## config.mk

```make
export PLATFORM = sky130hd
export DESIGN_NAME = cat_adoption_scheduler
export DESIGN_NICKNAME = d
export VERILOG_FILES = /design/src/rtl/cat_pkg.sv /design/src/rtl/cat_rule.sv /design/src/rtl/cat_adoption_scheduler.sv
export SDC_FILE = /design/constraint.sdc
export NUM_CORES = 1
export LEC_CHECK = 0
export BUFFER_PORTS_ARGS = -buffer_cell sky130_fd_sc_hd__buf_4
export CAP_MARGIN = 20
export CORE_MARGIN = 2
export CORE_UTILIZATION = 29
export DETAILED_ROUTE_END_ITERATION = 10
export PLACE_DENSITY = 0.65
export SETUP_SLACK_MARGIN = 0.02
export SLEW_MARGIN = 20
export SYNTH_ARGS = -nofsm -noshare
export SYNTH_HDL_FRONTEND = slang
export SYNTH_SLANG_ARGS = --single-unit
export TNS_END_PERCENT = 5
```

## constraint.sdc

```tcl
create_clock -name Clk -period 1.9 [get_ports Clk]
set_input_delay 0.475 -clock Clk [delete_from_list [all_inputs] [get_ports Clk]]
set_output_delay 0.475 -clock Clk [all_outputs]
set_load 0.01 [all_outputs]
```

## src/rtl/cat_pkg.sv

```systemverilog
// Shared types for the cat adoption scheduler: colour encoding, captured
// descriptor layout and scheduler FSM states.
package cat_pkg;

  typedef enum logic [1:0] {
    BLACK = 2'b10,
    WHITE = 2'b00,
    RED   = 2'b01,
    OTHER = 2'b11
  } colour_e;

  typedef struct packed {
    colour_e colour;
    logic    sterilized;
    logic    male;
  } cat_desc_t;

  typedef enum logic [1:0] {
    IDLE = 2'b00,
    EVAL = 2'b01,
    RESP = 2'b10
  } sched_state_e;

  function automatic cat_desc_t make_desc(input logic is_black, input logic is_red,
                                          input logic is_sterilized, input logic is_male);
    cat_desc_t d;
    d.colour     = colour_e'({is_black, is_red});
    d.sterilized = is_sterilized;
    d.male       = is_male;
    return d;
  endfunction

endpackage

```

## src/rtl/cat_rule.sv

```systemverilog
// Combinational acceptance rule on one captured descriptor; household
// capacity is deliberately not considered here.
module cat_rule
  import cat_pkg::*;
(
  input  cat_desc_t desc,
  output logic      accept
);

  logic is_black;
  logic is_white;
  logic is_red;

  assign is_black = (desc.colour == BLACK);
  assign is_white = (desc.colour == WHITE);
  assign is_red   = (desc.colour == RED);

  assign accept = is_black
                | (desc.sterilized &  desc.male & (is_white | is_red))
                | (desc.sterilized & ~desc.male & ~is_white);

endmodule

```

## src/rtl/cat_adoption_scheduler.sv

```systemverilog
// Two-port round-robin intake, rule evaluation with capacity override and
// household occupancy tracking. Optional counters under CAT_STATS_EN.
//
// state | meaning
// IDLE  | waiting for a descriptor handshake on the granted port
// EVAL  | registering the decision for the captured descriptor
// RESP  | result presented until the consumer takes it
module cat_adoption_scheduler
  import cat_pkg::*;
#(
  parameter int MAX_CATS = 4,
  parameter int CNT_W    = $clog2(MAX_CATS + 1)
) (
  input  logic             Clk,
  input  logic             RstN,
  input  logic [1:0]       ReqValid,
  output logic [1:0]       ReqReady,
  input  logic [1:0]       ReqIsBlack,
  input  logic [1:0]       ReqIsRed,
  input  logic [1:0]       ReqIsSterilized,
  input  logic [1:0]       ReqIsMale,
  output logic             ResValid,
  input  logic             ResReady,
  output logic             ResAccept,
  output logic             ResSrc,
  input  logic             CatRelease,
  output logic [CNT_W-1:0] CatCount,
`ifdef CAT_STATS_EN
  output logic [15:0]      StatAccepts,
  output logic [15:0]      StatRejects,
`endif
  output logic             Full
);

  localparam logic [CNT_W-1:0] MAX_CNT = CNT_W'(MAX_CATS);

  sched_state_e     state_q, state_d;
  logic             ptr_q, ptr_d;
  cat_desc_t        desc_q, desc_d;
  logic             src_q, src_d;
  logic             accept_q, accept_d;
  logic [CNT_W-1:0] count_q, count_d;
  logic             full_q, full_d;

  logic grant;
  logic req_hs;
  logic res_hs;
  logic rule_accept;
  logic inc;
  logic dec;

  cat_rule u_rule (
    .desc   (desc_q),
    .accept (rule_accept)
  );

  // Pointer names the favoured port; fall back to the other one if it is idle.
  assign grant    = ReqValid[ptr_q] ? ptr_q : ~ptr_q;
  assign req_hs   = (state_q == IDLE) && (ReqValid != 2'b00);
  assign ReqReady = req_hs ? {grant, ~grant} : 2'b00;
  assign res_hs   = (state_q == RESP) && ResReady;

  assign inc = res_hs & accept_q & (count_q != MAX_CNT);
  assign dec = CatRelease & (count_q != '0);

  always_comb begin
    state_d  = state_q;
    ptr_d    = ptr_q;
    desc_d   = desc_q;
    src_d    = src_q;
    accept_d = accept_q;
    case (state_q)
      IDLE: begin
        if (req_hs) begin
          desc_d  = make_desc(ReqIsBlack[grant], ReqIsRed[grant],
                              ReqIsSterilized[grant], ReqIsMale[grant]);
          src_d   = grant;
          ptr_d   = ~grant;
          state_d = EVAL;
        end
      end
      EVAL: begin
        accept_d = rule_accept & ~full_q;
        state_d  = RESP;
      end
      RESP: begin
        if (ResReady) state_d = IDLE;
      end
      default: state_d = IDLE;
    endcase

    count_d = count_q;
    if (inc && !dec)      count_d = count_q + 1'b1;
    else if (dec && !inc) count_d = count_q - 1'b1;

    // Full deliberately lags the count by one cycle.
    full_d = (count_q == MAX_CNT);
  end

  always_ff @(posedge Clk or negedge RstN) begin
    if (!RstN) begin
      state_q  <= IDLE;
      ptr_q    <= 1'b0;
      desc_q   <= '0;
      src_q    <= 1'b0;
      accept_q <= 1'b0;
      count_q  <= '0;
      full_q   <= 1'b0;
    end else begin
      state_q  <= state_d;
      ptr_q    <= ptr_d;
      desc_q   <= desc_d;
      src_q    <= src_d;
      accept_q <= accept_d;
      count_q  <= count_d;
      full_q   <= full_d;
    end
  end

  assign ResValid  = (state_q == RESP);
  assign ResAccept = accept_q;
  assign ResSrc    = src_q;
  assign CatCount  = count_q;
  assign Full      = full_q;

`ifdef CAT_STATS_EN
  logic [15:0] stat_acc_q, stat_acc_d;
  logic [15:0] stat_rej_q, stat_rej_d;

  always_comb begin
    stat_acc_d = stat_acc_q;
    stat_rej_d = stat_rej_q;
    if (res_hs) begin
      if (accept_q && stat_acc_q != 16'hFFFF)  stat_acc_d = stat_acc_q + 16'd1;
      if (!accept_q && stat_rej_q != 16'hFFFF) stat_rej_d = stat_rej_q + 16'd1;
    end
  end

  always_ff @(posedge Clk or negedge RstN) begin
    if (!RstN) begin
      stat_acc_q <= 16'd0;
      stat_rej_q <= 16'd0;
    end else begin
      stat_acc_q <= stat_acc_d;
      stat_rej_q <= stat_rej_d;
    end
  end

  assign StatAccepts = stat_acc_q;
  assign StatRejects = stat_rej_q;
`endif

endmodule

```

# [Yosys cells after proc, flatten, opt, wreduce, memory -nomap -nowiden]
# Cells that the tools add are included.
[word_totals] ff_bits=13 wordCells=67
[op_classes] n_addsub=2 magnitude_cmp=2 eq_ne=8 n_mux=17 n_bitwise=16 n_reduce_logical=13
[ops] op="1-bit two-way mux" n=11
[ops] op="1-bit bitwise AND" n=8
[ops] op="2-bit two-way mux" n=3
[ops] op="3-bit two-way mux" n=2
[ops] op="2-bit case mux with 3 select lines" n=1
[ops] op="1-bit inverter" n=5
[ops] op="2-bit by 1-bit == test with 1-bit output (second input constant)" n=2
[ops] op="2-bit == test (second input constant)" n=2
[ops] op="1-bit logical AND" n=4
[ops] op="2-bit logical NOT" n=2
[ops] op="1-bit by 2-bit less-than comparator with 1-bit output (second input constant)" n=2
[ops] op="2-bit AND reduction" n=2
[ops] op="2-bit nonzero test" n=2
[ops] op="3-bit by 1-bit adder with 3-bit output (second input constant)" n=1
[ops] op="3-bit == test (second input constant)" n=1
[ops] op="3-bit inequality test (second input constant)" n=1
[ops] op="1-bit bitwise OR" n=3
[ops] op="3-bit nonzero test" n=1
[ops] op="3-bit by 1-bit subtractor with 3-bit output (second input constant)" n=1
[ops] op="1-bit logical NOT" n=2
[ops] op="2-bit by 1-bit inequality test with 1-bit output (second input constant)" n=1
[ops] op="2-bit inequality test (second input constant)" n=1

# [Logic depth before layout (Yosys ltp)]
# Gate-level depths: netlist of the first run.
[depth] depth_word=8 ltp_mapped=8

# [Cells and area by module]
# From an unflattened synthesis of the first run, not the netlist that was laid out.
[hier_totals] hier_cells=65 area_unflattened_um2=664.4
[by_module_without_submodules] mod="cat_adoption_scheduler" instances=1 cells_each=62 area_per_inst_um2=641.9
[by_module_without_submodules] mod="cat_rule" instances=1 cells_each=3 area_per_inst_um2=22.5

# [Worst setup path after synthesis of the first run]
# Ideal clock, no wire load.
[synth_path] path_kind="reg2reg" start="register count_q[2] (netlist: CatCount[2])" end="register count_q[2] (netlist: CatCount[2])" arrival_ns=1.761 required_time_ns=1.821 setup_slack_ns=0.059 path_stages_with_launch=9 cell_sequence="dfrtp_1 -> nor3b_1 -> nor3_1 -> ha_1 -> inv_1 -> fa_1 -> xor2_1 -> nor2_1 -> xor2_1"
[synth_via] elab_chain_cells=5 elab_cells_between_ends=13 classes_between="2 x add/sub; 1 x eq/ne; 2 x mux; 2 x bitwise; 6 x reduce/logical"
[synth_lines] item="from (decl)" line_no="cat_adoption_scheduler.sv:42" text="logic [CNT_W-1:0] count_q, count_d;"
[synth_lines] item="from (signal assigned)" line_no="cat_adoption_scheduler.sv:115" text="count_q <= count_d;"
[synth_lines] item="parallel branches: the longest is 5 deep, another holds 3-bit by 1-bit subtractor with 3-bit output"
# Several ways; the timed one is not identified. The select of a mux whose other input is x is not followed.
# A chain may end at the register's enable or synchronous reset.

# [Final worst setup path of the first run]
[layout_path] start="register state_q[0]" end="output port ReqReady[1]"
[layout_via] elab_chain_cells=3
[layout_lines] item="from (decl)" line_no="cat_adoption_scheduler.sv:37" text="sched_state_e state_q, state_d;"
[layout_lines] item="from (signal assigned)" line_no="cat_adoption_scheduler.sv:110" text="state_q <= state_d;"
[layout_lines] item="2-bit logical NOT" line_no="cat_adoption_scheduler.sv:59" text="assign req_hs = (state_q == IDLE) && (ReqValid != 2'b00);"
[layout_lines] item="1-bit logical AND" line_no="cat_adoption_scheduler.sv:59"
[layout_lines] item="2-bit two-way mux" line_no="cat_adoption_scheduler.sv:60" text="assign ReqReady = req_hs ? {grant, ~grant} : 2'b00;"
[layout_lines] item="to (decl)" line_no="cat_adoption_scheduler.sv:17" text="output logic [1:0] ReqReady,"
# Every way passes these cells.

==> results of run 1 <==
routing by layer:
metal / vias to the layer above / part of all wire, %
met5: - / 0
met1: 261 / 44
met4: 0 / 2.0
met2: 24 / 45
met3: 4 / 8.5
li1: 293 / -
metrics by stage:
step           cell area [um^2]  worst slack (ps)  setup TNS [ps]
2_1_floorplan             660.6             59.48               0
3_3_place_gp              894.6             14.27               0
3_5_place_dp              894.6             5.072               0
4_1_cts                   925.9           -0.4112         -0.4112
5_1_grt                   960.9             11.19               0
6_report                  960.9             86.15               0
worst max-delay path: stages (launching register included):
cell	delay (ps)
sky130_fd_sc_hd__dfrtp_1	380
sky130_fd_sc_hd__buf_4	140
sky130_fd_sc_hd__nor2_4	160
sky130_fd_sc_hd__and4_4	260
sky130_fd_sc_hd__buf_4	120
logic make-up (layout without fill, tap and decap cells):
family,after synthesis,in the layout,share of synthesized area (%)
adder cells (fa/ha/maj),2,2,4.924
flip-flops,13,13,49.24
AND/OR/NAND/NOR,22,22,19.32
multiplexers,1,1,1.704
buffers and inverters,5,37,3.976
XOR/XNOR,3,3,3.978
AO/OA/AOI/OAI,19,19,16.86
report_power, final:
part / leakage (nW) / internal [mW] / switching [mW]
registers: 0.154 / 0.418 / 0.120
logic: 0.282 / 0.416 / 0.357
clock network: 0.0150 / 0.0813 / 0.0842
repair_timing:
item | CTS | global route
gates resized for setup | 1 | 6
pin swaps | 0 | 4
cloned | 0 | 0
hold endpoints to repair | 0 | 0
endpoints found under the setup margin | 4 | 4
setup buffers | 0 | 1
cell usage after synthesis, drive strengths merged:
| library cell | count | share of area [%] |
|---|---|---|
| nor2b | 1 | 0.95 |
| or2 | 2 | 1.9 |
| nor2 | 3 | 2.1 |
| dfrtp | 13 | 49 |
| fa | 1 | 3.0 |
| nand2 | 4 | 2.7 |
| inv | 4 | 2.3 |
| a21oi | 6 | 4.5 |
| nand3 | 4 | 3.0 |
| and2b | 1 | 1.3 |
| a32oi | 1 | 1.3 |
| mux2 | 1 | 1.7 |
| ha | 1 | 1.9 |
| and4 | 1 | 1.7 |
| xor2 | 2 | 2.7 |
| xnor2 | 1 | 1.3 |
| nor3 | 1 | 0.76 |
| nor3b | 1 | 1.1 |
| o21ai | 5 | 3.8 |
| a31oi | 4 | 3.8 |
| buf | 1 | 1.7 |
| o31ai | 2 | 2.3 |
| a21o | 1 | 1.1 |
| nand2b | 4 | 3.8 |
flip-flops by register name, summed over array words and instances, names as in the netlist:
name       cells
ResAccept      1
CatCount       3
ptr_q          1
ResSrc         1
state_q        2
desc_q         4
Full           1
path summary, 6_finish.rpt:
path                                   from          end  slack (ps)
worst max-delay path             state_q[0]  ReqReady[1]          90
worst min-delay path                   RstN  CatCount[2]          30
worst max register to register  CatCount[0]  CatCount[1]         140
worst min register to register         Full    ResAccept         480
max in group asynchronous              RstN        ptr_q        1710
min in group Clk                   ResReady   state_q[1]         430
cell type report:
type	count	area (um^2)	share of cell area, %
multi-input cells	47	341.6	35.55
flip-flops and latches	13	325.3	33.85
repair buffers	29	217.7	22.66
well taps	28	35.03	3.646
clock buffers	4	26.28	2.734
inverters	4	15.01	1.562
==> results summary, run 1 <==
The number of setup violations in the final report came out at 0. In the global route stage, overall resource usage came out at 10.91%. Dividing the detail-routed wire length by the instance count gives 10.77 um.

The wire length of the first global-routing pass is 2132 um. The count of final max-slew check failures came out at 0. Along the worst path, the maximum fanout reaches 7. The leading cell type in the layout, fill and taps excluded is sky130_fd_sc_hd__buf_4. The worst setup path is captured at a primary output. The required time of the worst setup path came out at 1420 ps.

TritonCTS built the clock tree. The net count after synthesis is 81. TritonCTS created 3 clock buffers. The total via count in the routed design came out at 582. The number of global-route vias before repair came to 534.

The count of different cell masters after synthesis is 28. The number of warnings printed during yosys synthesis is 0. The count of max-cap constraint violations came out at 0. The ratio of routed vias to standard cells is 4.656.

In this run the most used layer during global routing was met2. The fraction of met3 tracks used by global routing is 2.586%. After detailed routing, the number of remaining DRC violations is 0. The pre-antenna-repair detailed-routing pass consisted of 4 iterations.

In the final design database the tool counted 114 nets. Across the VDD grid, the largest voltage drop is 671.6 uV. The post-route minimum period came out at 1814 ps.

The floorplan step defined a core boundary enclosing 2191 um^2. The worst path uses 95.47% of the clock period. The number of cells after detailed placement came out at 120.

At the pin with the least slew margin, the transition time is 197.4 ps. The number of hold buffers added after cts came out at 0. The type of the most critical hold path is input port to async pin. For this configuration, the core starts out at a cell density of 30.15%.

The deepest level of the CTS H-tree is 1. The post-layout total power is 1.477 mW. The number of violations reported at the end of detailed-routing iteration 0 is 5.

Clock-pin slew was measured on the worst setup and hold paths at 80 ps. Summed over all cells, the static leakage comes to 0.4510 nW. The initial antenna violation count came out at 0. The port buffer count came out at 22. The met1 track utilization from global routing is 13.03%. The count of pins on the block boundary came out at 23. From synthesis to final layout, the design area changed by 45.45%.

The worst-case clock skew came out at 4.391 ps. The final weighted congestion in routability-driven placement came out at 0.7070. The number of sinks driven by the clock tree came out at 13. The latest clock arrival within the worst-skew pair came out at 270 ps. The synthesized instance count is 65. The die footprint is 2676 um^2. The critical path is of the flop to primary output type. The flow ran to the end, and the final reports show no timing, DRC or antenna violations. The remaining global-route overflow came out at 0. The buffer levels on the longest clock path is 2. The number of nets with antenna violations after routing is 0.

The cell sitting at the root of the clock tree is a sky130_fd_sc_hd__clkbuf_4. The final cell count without fillers came out at 125. The number of antenna diodes came out at 0. The number of rows created at floorplan is 17.

The flop and latch count out of synthesis is 13. The data arrival time at the worst-slack endpoint is 1340 ps. The share of final-layout standard cells stronger than drive strength 1 is 46.39%. The maximum clock rate came out at 551.3 MHz. The top cell types in the final layout, fill and taps aside, are 29 x sky130_fd_sc_hd__buf_4, 13 x sky130_fd_sc_hd__dfrtp_1, 6 x sky130_fd_sc_hd__a21oi_1. The post-synthesis cell area came out at 660.6 um^2.

After detailed routing, the total wire length is 1346 um. The average instance in the mapped netlist occupies 10.16 um^2. The worst slew slack as a fraction of its limit came out at 86.73%. The part of the Yosys area used for sequential elements came out at 49.24%.

The count of filler cells inserted in the layout came out at 207. The power density over the cells is 1537 nW/um^2. The count of cells along the worst register-to-register path is 6.

The x dimension of the die is 51.73 um. The placed wire-length estimate came out at 1069 um. The maximum number of pins on one net before global-route repair is 14. Setup repair after global routing could not meet its margin everywhere. The type of element launching the critical path is a flop. Measured on the finished design, the core utilization comes to 43.86%.

The final-layout worst hold slack is 29.58 ps. The count of endpoints failing hold in the final timing report is 0. The die is 51.73 um tall. The global routing usage on met2 is 17.74%.
(Power assumes the default switching activity.)
==> run 2, diff against run 1 <==
--- a/config.mk
+++ b/config.mk
@@ -7,10 +7,11 @@
 export LEC_CHECK = 0
 export BUFFER_PORTS_ARGS = -buffer_cell sky130_fd_sc_hd__buf_4
 export CAP_MARGIN = 20
+export CORE_ASPECT_RATIO = 1.1
 export CORE_MARGIN = 2
 export CORE_UTILIZATION = 29
 export DETAILED_ROUTE_END_ITERATION = 10
-export PLACE_DENSITY = 0.65
+export PLACE_DENSITY = 0.63
 export SETUP_SLACK_MARGIN = 0.02
 export SLEW_MARGIN = 20
 export SYNTH_ARGS = -nofsm -noshare
==> constraint.sdc (replaced) <==
create_clock -name Clk -period 1.7 [get_ports Clk]
set_input_delay 0.425 -clock Clk [delete_from_list [all_inputs] [get_ports Clk]]
set_output_delay 0.425 -clock Clk [all_outputs]
set_load 0.01 [all_outputs]
==> results summary, run 2 (same netlist as run 1, synthesis figures left out) <==
The net switching power was 0.6727 mW (+20%). The worst setup path is captured at a flop. The data arrival time at the worst-slack endpoint came to 1940 ps (+600 ps).

The critical path's largest stage delay is 430 ps (+50 ps). The final weighted congestion in routability-driven placement is 0.7143 (+1.0%). Setup repair after global routing could not meet its margin everywhere. The worst slew slack as a fraction of its limit was 86.59% (-0.14 points). The setup path with the least slack is of type flop to flop. The slowest stage of the critical path belongs to the cell sky130_fd_sc_hd__dfrtp_1. STA classifies the critical path startpoint as a flop. The static leakage is 0.4906 nW (+8.8%). The detail-routed net length per standard cell came out at 10.58 um (-1.7%).

The placed wire-length estimate came out at 1136 um (+6.3%). The length of the first detailed-routing pass in iterations is 2 (-2). The number of nets with antenna violations after routing is 0 (unchanged). The most critical setup path has its endpoint at CatCount[1]. The maximum number of pins on one net before global-route repair is 14 (unchanged). The deepest level of the CTS H-tree is 1 (unchanged). The instance area after placement was 944.7 um^2 (+5.6%). The required time of the worst setup path is 1860 ps (+440 ps). The global-route usage over all layers was 11.71% (+0.80 points). The count of unresolved DRC violations after routing is 0 (unchanged). The wire length of the first global-routing pass came out at 2346 um (+10%). The total via count in the routed design came out at 614 (+5.5%). The placeable core region came out at 2207 um^2 (+0.74%). The number of setup violations in the final report is 3 (+3). The ratio of routed vias to standard cells is 4.582 (-1.6%). Leaving out fill and tap cells, the most frequent cell in the layout is sky130_fd_sc_hd__buf_4. The run finished, with violations left. The number of cells after detailed placement is 127 (+5.8%). The cell chosen for the clock root is sky130_fd_sc_hd__clkbuf_4. The path class of the tightest hold or removal check is input port to flop.

The part of the power in the clock network came to 10.7% (-0.5 points). The combinational power share came out at 55.4% (+3.0 points). The buffer levels on the longest clock path is 2 (unchanged).

Walking the worst path, the cells encountered are nor3b_4, nor3_4, ha_2, inv_2, fa_2, mux2_2. The worst setup slack after layout is -74.90 ps (-161.0 ps). The worst slack after detailed placement came out at -196.5 ps (-201.6 ps). The count of filler cells inserted in the layout is 229 (+11%).

The count of pins on the block boundary is 23 (unchanged). The largest fanout on the critical path came out at 3 (-4). The critical path depth in cells came out at 6 (+2). The y dimension of the die is 54.06 um (+4.5%). The remaining global-route overflow is 0 (unchanged). The worst-case clock skew was 4.505 ps (+0.1139 ps). The count of cells along the worst register-to-register path is 6 (unchanged). The latest clock arrival within the worst-skew pair came out at 270 ps (about the same). The worst supply voltage drop on vdd came out at 741.0 uV (+10%). The cell area after layout is 1039 um^2 (+8.1%). The transition time at the pin with the least slew margin came to 200.0 ps (+2.579 ps). The count of endpoints failing hold in the final timing report is 0 (unchanged).

The die footprint is 2676 um^2 (about the same). The power density over the cells came out at 1726 nW/um^2 (+12%). The TritonCTS buffer count is 3 (unchanged). The number of flip-flops in the largest register came to 4 (unchanged).

The final net count came out at 121 (+6.1%). The initial antenna violation count came out at 0 (unchanged). The area added between synthesis and finish is 57.20%. The count of final max-slew check failures is 0 (unchanged). The worst register-to-register path ends at CatCount[1].

The setup slack of the worst register-to-register path is -70 ps (-210 ps). The x dimension of the die is 49.51 um (-4.3%). The clock transition at the register clock pins on the worst setup and hold paths after CTS came out at 80 ps (about the same). The starting density of the core is 29.93% (-0.22 points). The internal power contribution is 1.120 mW (+22%). The critical path starts at CatCount[0]. The worst path buffer plus inverter count is 1 (-1). The number of global-route vias before repair came to 597 (+12%). The final cell count without fillers was 134 (+7.2%). Leaving out fill and tap cells, the most frequent cells in the layout are 34 x sky130_fd_sc_hd__buf_4, 13 x sky130_fd_sc_hd__dfrtp_1, 5 x sky130_fd_sc_hd__o21ai_0, 5 x sky130_fd_sc_hd__a21oi_1.

The largest register by flop count is desc_q. The number of sinks driven by the clock tree is 13 (unchanged). The total wire length after detailed routing was 1418 um (+5.3%). The part of the total power dissipated in sequential elements was 33.9% (-2.5 points). After layout, the worst path uses 104.4% of the clock period. The switching share of power is 37.52% (-0.48 points).

The port buffer count came out at 22 (unchanged). The share of final-layout standard cells stronger than drive strength 1 came out at 50.96% (+4.6 points). The number of violations reported at the end of detailed-routing iteration 0 is 11 (+6). The count of max-cap constraint violations came out at 0 (unchanged). The final reports fail on negative setup slack. TritonCTS built the clock tree. The number of antenna diodes is 0 (unchanged). In this run the critical register-to-register path is launched from CatCount[0]. The number of rows created at floorplan came to 18 (+1).

Static timing analysis puts the maximum clock frequency at 563.4 MHz. The final-layout worst hold slack came to 339.4 ps (+309.8 ps). On the critical path the largest part of the delay comes from adder cells.

The worst path in the final design needs a cycle of 1775 ps, including I/O delays and setup.
-- run 2: changes by cell type in the layout (fill, tap and decap cells not counted) --
cell                            delta
sky130_fd_sc_hd__a21oi_1           -1
sky130_fd_sc_hd__a21oi_2           +1
sky130_fd_sc_hd__buf_4             +5
sky130_fd_sc_hd__buf_6             +1
sky130_fd_sc_hd__dlygate4sd3_1     +1
sky130_fd_sc_hd__inv_1             -1
sky130_fd_sc_hd__inv_2             +1
sky130_fd_sc_hd__nor3_2            -1
sky130_fd_sc_hd__nor3_4            +1
sky130_fd_sc_hd__nor3b_2           -1
sky130_fd_sc_hd__nor3b_4           +1
-- run 2: timing repair --
item                       CTS  global route
setup endpoints to repair    4             4
setup buffers                0             2
hold buffers                 1             0
gates resized for setup      5             4
pin swaps                    3             3
hold endpoints to repair    13             0
-- run 2: final cells by class --
type / instances / area, um^2 / share of cell area [%]
Inverter: 4 / 15.01 / 1.446
Multi-Input combinational cell: 47 / 357.8 / 34.46
Timing Repair Buffer: 36 / 276.5 / 26.63
Sequential cell: 13 / 325.3 / 31.33
Clock buffer: 4 / 26.28 / 2.530
Tap cell: 30 / 37.54 / 3.614
-- run 2: worst min-delay path by stage --
stage	from	to	slack (ps)	depth (start not counted)
3_3_place_gp	RstN	ResAccept	280	1
6_report	ResReady	state_q[1]	340	2
3_5_place_dp	RstN	ResAccept	280	1
4_1_cts	ResReady	state_q[1]	340	2
5_1_grt	ResReady	state_q[1]	350	2
2_1_floorplan	RstN	CatCount[0]	130	0
-- run 2: through the flow --
step	setup TNS [ps]	total power [mW]	util, %
after floorplan	-156.6	1.057	-
after global placement	-215.0	1.477	42.80
after detailed placement	-363.4	1.490	42.80
after CTS	-194.8	1.737	45.58
after global routing	-487.9	1.951	47.05
final	-171.9	1.793	47.05
-- run 2: metal layers --
layer | global-route usage (%) | up-vias | part of all wire, %
met2 | 21.40 | 10 | 50
met1 | 13.10 | 292 | 46
met5 | 0 | - | 0
met3 | 2.778 | 2 | 2.4
li1 | - | 310 | -
met4 | 5.556 | 0 | 1.3
-- run 2: power by group through the flow --
stage | Sequential, mW | Clock (mW) | Combinational (mW)
floorplan | 0.625 | 0 | 0.433
global placement | 0.584 | 0 | 0.893
detailed placement | 0.589 | 0 | 0.901
CTS | 0.593 | 0.195 | 0.950
global route | 0.626 | 0.214 | 1.11
finish | 0.608 | 0.191 | 0.993
-- run 2: worst register-to-register path, stage by stage (launching register included) --
cell,delay (ps)
sky130_fd_sc_hd__dfrtp_1,430
sky130_fd_sc_hd__nor3b_4,260
sky130_fd_sc_hd__nor3_4,50
sky130_fd_sc_hd__ha_2,190
sky130_fd_sc_hd__inv_2,50
sky130_fd_sc_hd__fa_2,420
sky130_fd_sc_hd__mux2_2,270
==> run 3, diff against run 2 <==
--- a/config.mk
+++ b/config.mk
@@ -10,6 +10,7 @@
 export CORE_ASPECT_RATIO = 1.1
 export CORE_MARGIN = 2
 export CORE_UTILIZATION = 29
+export CTS_BUF_LIST = sky130_fd_sc_hd__clkbuf_4 sky130_fd_sc_hd__clkbuf_8
 export DETAILED_ROUTE_END_ITERATION = 10
 export PLACE_DENSITY = 0.63
 export SETUP_SLACK_MARGIN = 0.02
==> results summary, run 3 (same netlist as run 1, synthesis figures left out) <==
The final weighted congestion in routability-driven placement was 0.7143 (unchanged). Counting flops per register, the top entry is desc_q. The post-route fraction of the period consumed by the critical path came out at 104.4% (about the same). The number of global-route vias before repair came out at 600 (+0.50%). The total via count in the routed design came out at 622 (+1.3%). For hold timing, the worst endpoint is state_q[1]. The tree is rooted in a sky130_fd_sc_hd__clkbuf_4. The ratio of routed vias to standard cells is 4.642 (+1.3%). The count of max-cap constraint violations is 0 (unchanged). The number of flip-flops in the largest register is 4 (unchanged). The buffer levels on the longest clock path was 2 (unchanged). The y dimension of the die was 54.06 um (unchanged). The placeable core region is 2207 um^2 (unchanged). The wire length of the first global-routing pass was 2401 um (+2.3%). The final reports fail on negative setup slack. STA classifies the critical path endpoint as a flop. Leaving out fill and tap cells, the most frequent cell in the layout is sky130_fd_sc_hd__buf_4. In the layout the commonest cells are 34 x sky130_fd_sc_hd__buf_4, 13 x sky130_fd_sc_hd__dfrtp_1, 5 x sky130_fd_sc_hd__o21ai_0, 5 x sky130_fd_sc_hd__a21oi_1. The data arrival time at the worst-slack endpoint came out at 1970 ps (+30 ps). The worst slew slack as a fraction of its limit was 86.18% (-0.40 points).

The latest clock arrival within the worst-skew pair came out at 270 ps (about the same). The number of antenna diodes is 0 (unchanged). The part of the power in the clock network came to 11.4% (+0.7 points). The transition time at the pin with the least slew margin came to 206.0 ps (+6.036 ps). TritonCTS built the clock tree. The total wire length after detailed routing is 1463 um (+3.2%). The number of rows created at floorplan is 18 (unchanged). The clock transition at the register clock pins on the worst setup and hold paths after CTS is 80 ps (about the same). The number of sinks driven by the clock tree is 13 (unchanged). The core utilization of the finished layout is 47.22% (+0.17 points). The largest fanout on the critical path came to 4 (+1). The static leakage is 0.4940 nW (+0.70%). The post-route minimum period is 1775 ps (-0.3026 ps). Setup repair after global routing could not meet its margin everywhere. The number of setup violations in the final report came out at 3 (unchanged). The worst flop-to-flop path endpoint is CatCount[2]. The flow ran to the end, but the final reports show violations. The area added between synthesis and finish is 57.77%. The count of endpoints failing hold in the final timing report came out at 0 (unchanged). The count of unresolved DRC violations after routing came out at 0 (unchanged). The number of nets with antenna violations after routing is 0 (unchanged). The TritonCTS buffer count came out at 3 (unchanged). The final net count came out at 121 (unchanged). The combinational power share came out at 55.1% (-0.3 points). The remaining global-route overflow is 0 (unchanged). The net switching power came out at 0.6753 mW (+0.38%). The die footprint came to 2676 um^2 (unchanged).

The worst register-to-register path begins at CatCount[2]. The maximum number of pins on one net before global-route repair came out at 14 (unchanged). The length of the first detailed-routing pass in iterations is 4 (+2).

The worst-case clock skew is 3.107 ps (-1.397 ps). The number of violations reported at the end of detailed-routing iteration 0 came to 9 (-2). The worst supply voltage drop on vdd is 749.8 uV (+1.2%).

The deepest level of the CTS H-tree is 1 (unchanged). The count of cells along the worst register-to-register path came to 7 (+1). The count of pins on the block boundary is 23 (unchanged). In this run the most critical hold path is launched from ResReady. The initial antenna violation count came out at 0 (unchanged).

The x dimension of the die came out at 49.51 um (unchanged). The category of the most critical setup path is flop to flop. The placed wire-length estimate is 1136 um (unchanged). The detail-routed net length per standard cell is 10.92 um (+3.2%).

The switching share of power came to 37.28% (-0.24 points). The starting density of the core is 29.93% (unchanged). The global-route usage over all layers came to 12.01% (+0.30 points). The count of final max-slew check failures came out at 0 (unchanged).

The internal power contribution is 1.136 mW (+1.4%). The final-layout worst hold slack came to 340.7 ps (+1.294 ps). The power density over the cells is 1738 nW/um^2 (+0.67%). The count of filler cells inserted in the layout is 229 (unchanged). The part of the total power dissipated in sequential elements was 33.6% (-0.3 points). The worst setup slack after layout came out at -74.60 ps (+0.3026 ps). The setup slack of the worst register-to-register path is -70 ps (about the same).

The maximum clock rate came out at 563.5 MHz (about the same). The cell depth of the worst hold path came out at 2 (unchanged). The port buffer count is 22 (unchanged). The worst setup path is launched from a flop. The required time of the worst setup path is 1900 ps (+40 ps). The path class of the tightest hold or removal check is input port to flop.

The share of final-layout standard cells stronger than drive strength 1 came out at 51.92% (+0.96 points).
## run 3: worst max path at each step
stage,endpoint,from
6_report,CatCount[2],CatCount[2]
5_1_grt,CatCount[2],CatCount[2]
4_1_cts,CatCount[2],CatCount[2]
3_5_place_dp,CatCount[2],ResReady
3_3_place_gp,CatCount[2],ResReady
2_1_floorplan,CatCount[2],CatCount[2]
## run 3: through the flow
step	cell area [um^2]	instances	power, mW	setup slack, ps	setup TNS [ps]
final	1042	134	1.811	-74.60	-164.4
after CTS	1010	132	1.759	-95.56	-194.8
after detailed placement	944.7	127	1.490	-196.5	-363.4
after global placement	944.7	127	1.477	-111.0	-215.0
after floorplan	670.6	65	1.057	-85.27	-156.6
after global routing	1042	134	1.969	-162.9	-487.9
## run 3: power groups by stage
stage	logic (mW)	clock network [mW]	registers (mW)
global placement	0.893	0	0.584
floorplan	0.433	0	0.625
CTS	0.955	0.211	0.593
detailed placement	0.901	0	0.589
finish	0.997	0.206	0.608
global route	1.11	0.231	0.626
## run 3: layer usage
metal  vias up  share of wire [%]  global-route usage, %
met3         2                2.7                  2.778
met1       300                 45                  13.45
met2        12                 51                  22.07
met5         -                  0                      0
met4         0                1.3                  5.556
li1        308                  -                      -
## run 3: area by class of cell
| type | instances | area (um^2) | area share, % |
|---|---|---|---|
| Timing Repair Buffer | 36 | 276.5 | 26.53 |
| Clock buffer | 4 | 30.03 | 2.881 |
| Multi-Input combinational cell | 47 | 357.8 | 34.33 |
| Tap cell | 30 | 37.54 | 3.601 |
| Inverter | 4 | 15.01 | 1.441 |
| Sequential cell | 13 | 325.3 | 31.21 |
## run 3: critical path, stage by stage, from the launching register on
cell,delay [ps]
sky130_fd_sc_hd__dfrtp_1,420
sky130_fd_sc_hd__o31ai_2,270
sky130_fd_sc_hd__ha_2,230
sky130_fd_sc_hd__inv_2,40
sky130_fd_sc_hd__fa_2,320
sky130_fd_sc_hd__xor2_1,140
sky130_fd_sc_hd__nor2_1,130
sky130_fd_sc_hd__xor2_1,150
## run 3: repair_timing
action                                  in CTS  in global routing
pin swaps                                    3                  3
buffers inserted                             0                  2
endpoints found under the setup margin       4                  4
endpoints found under the hold margin       13                  0
hold buffers                                 1                  0
resized for setup                            5                  4
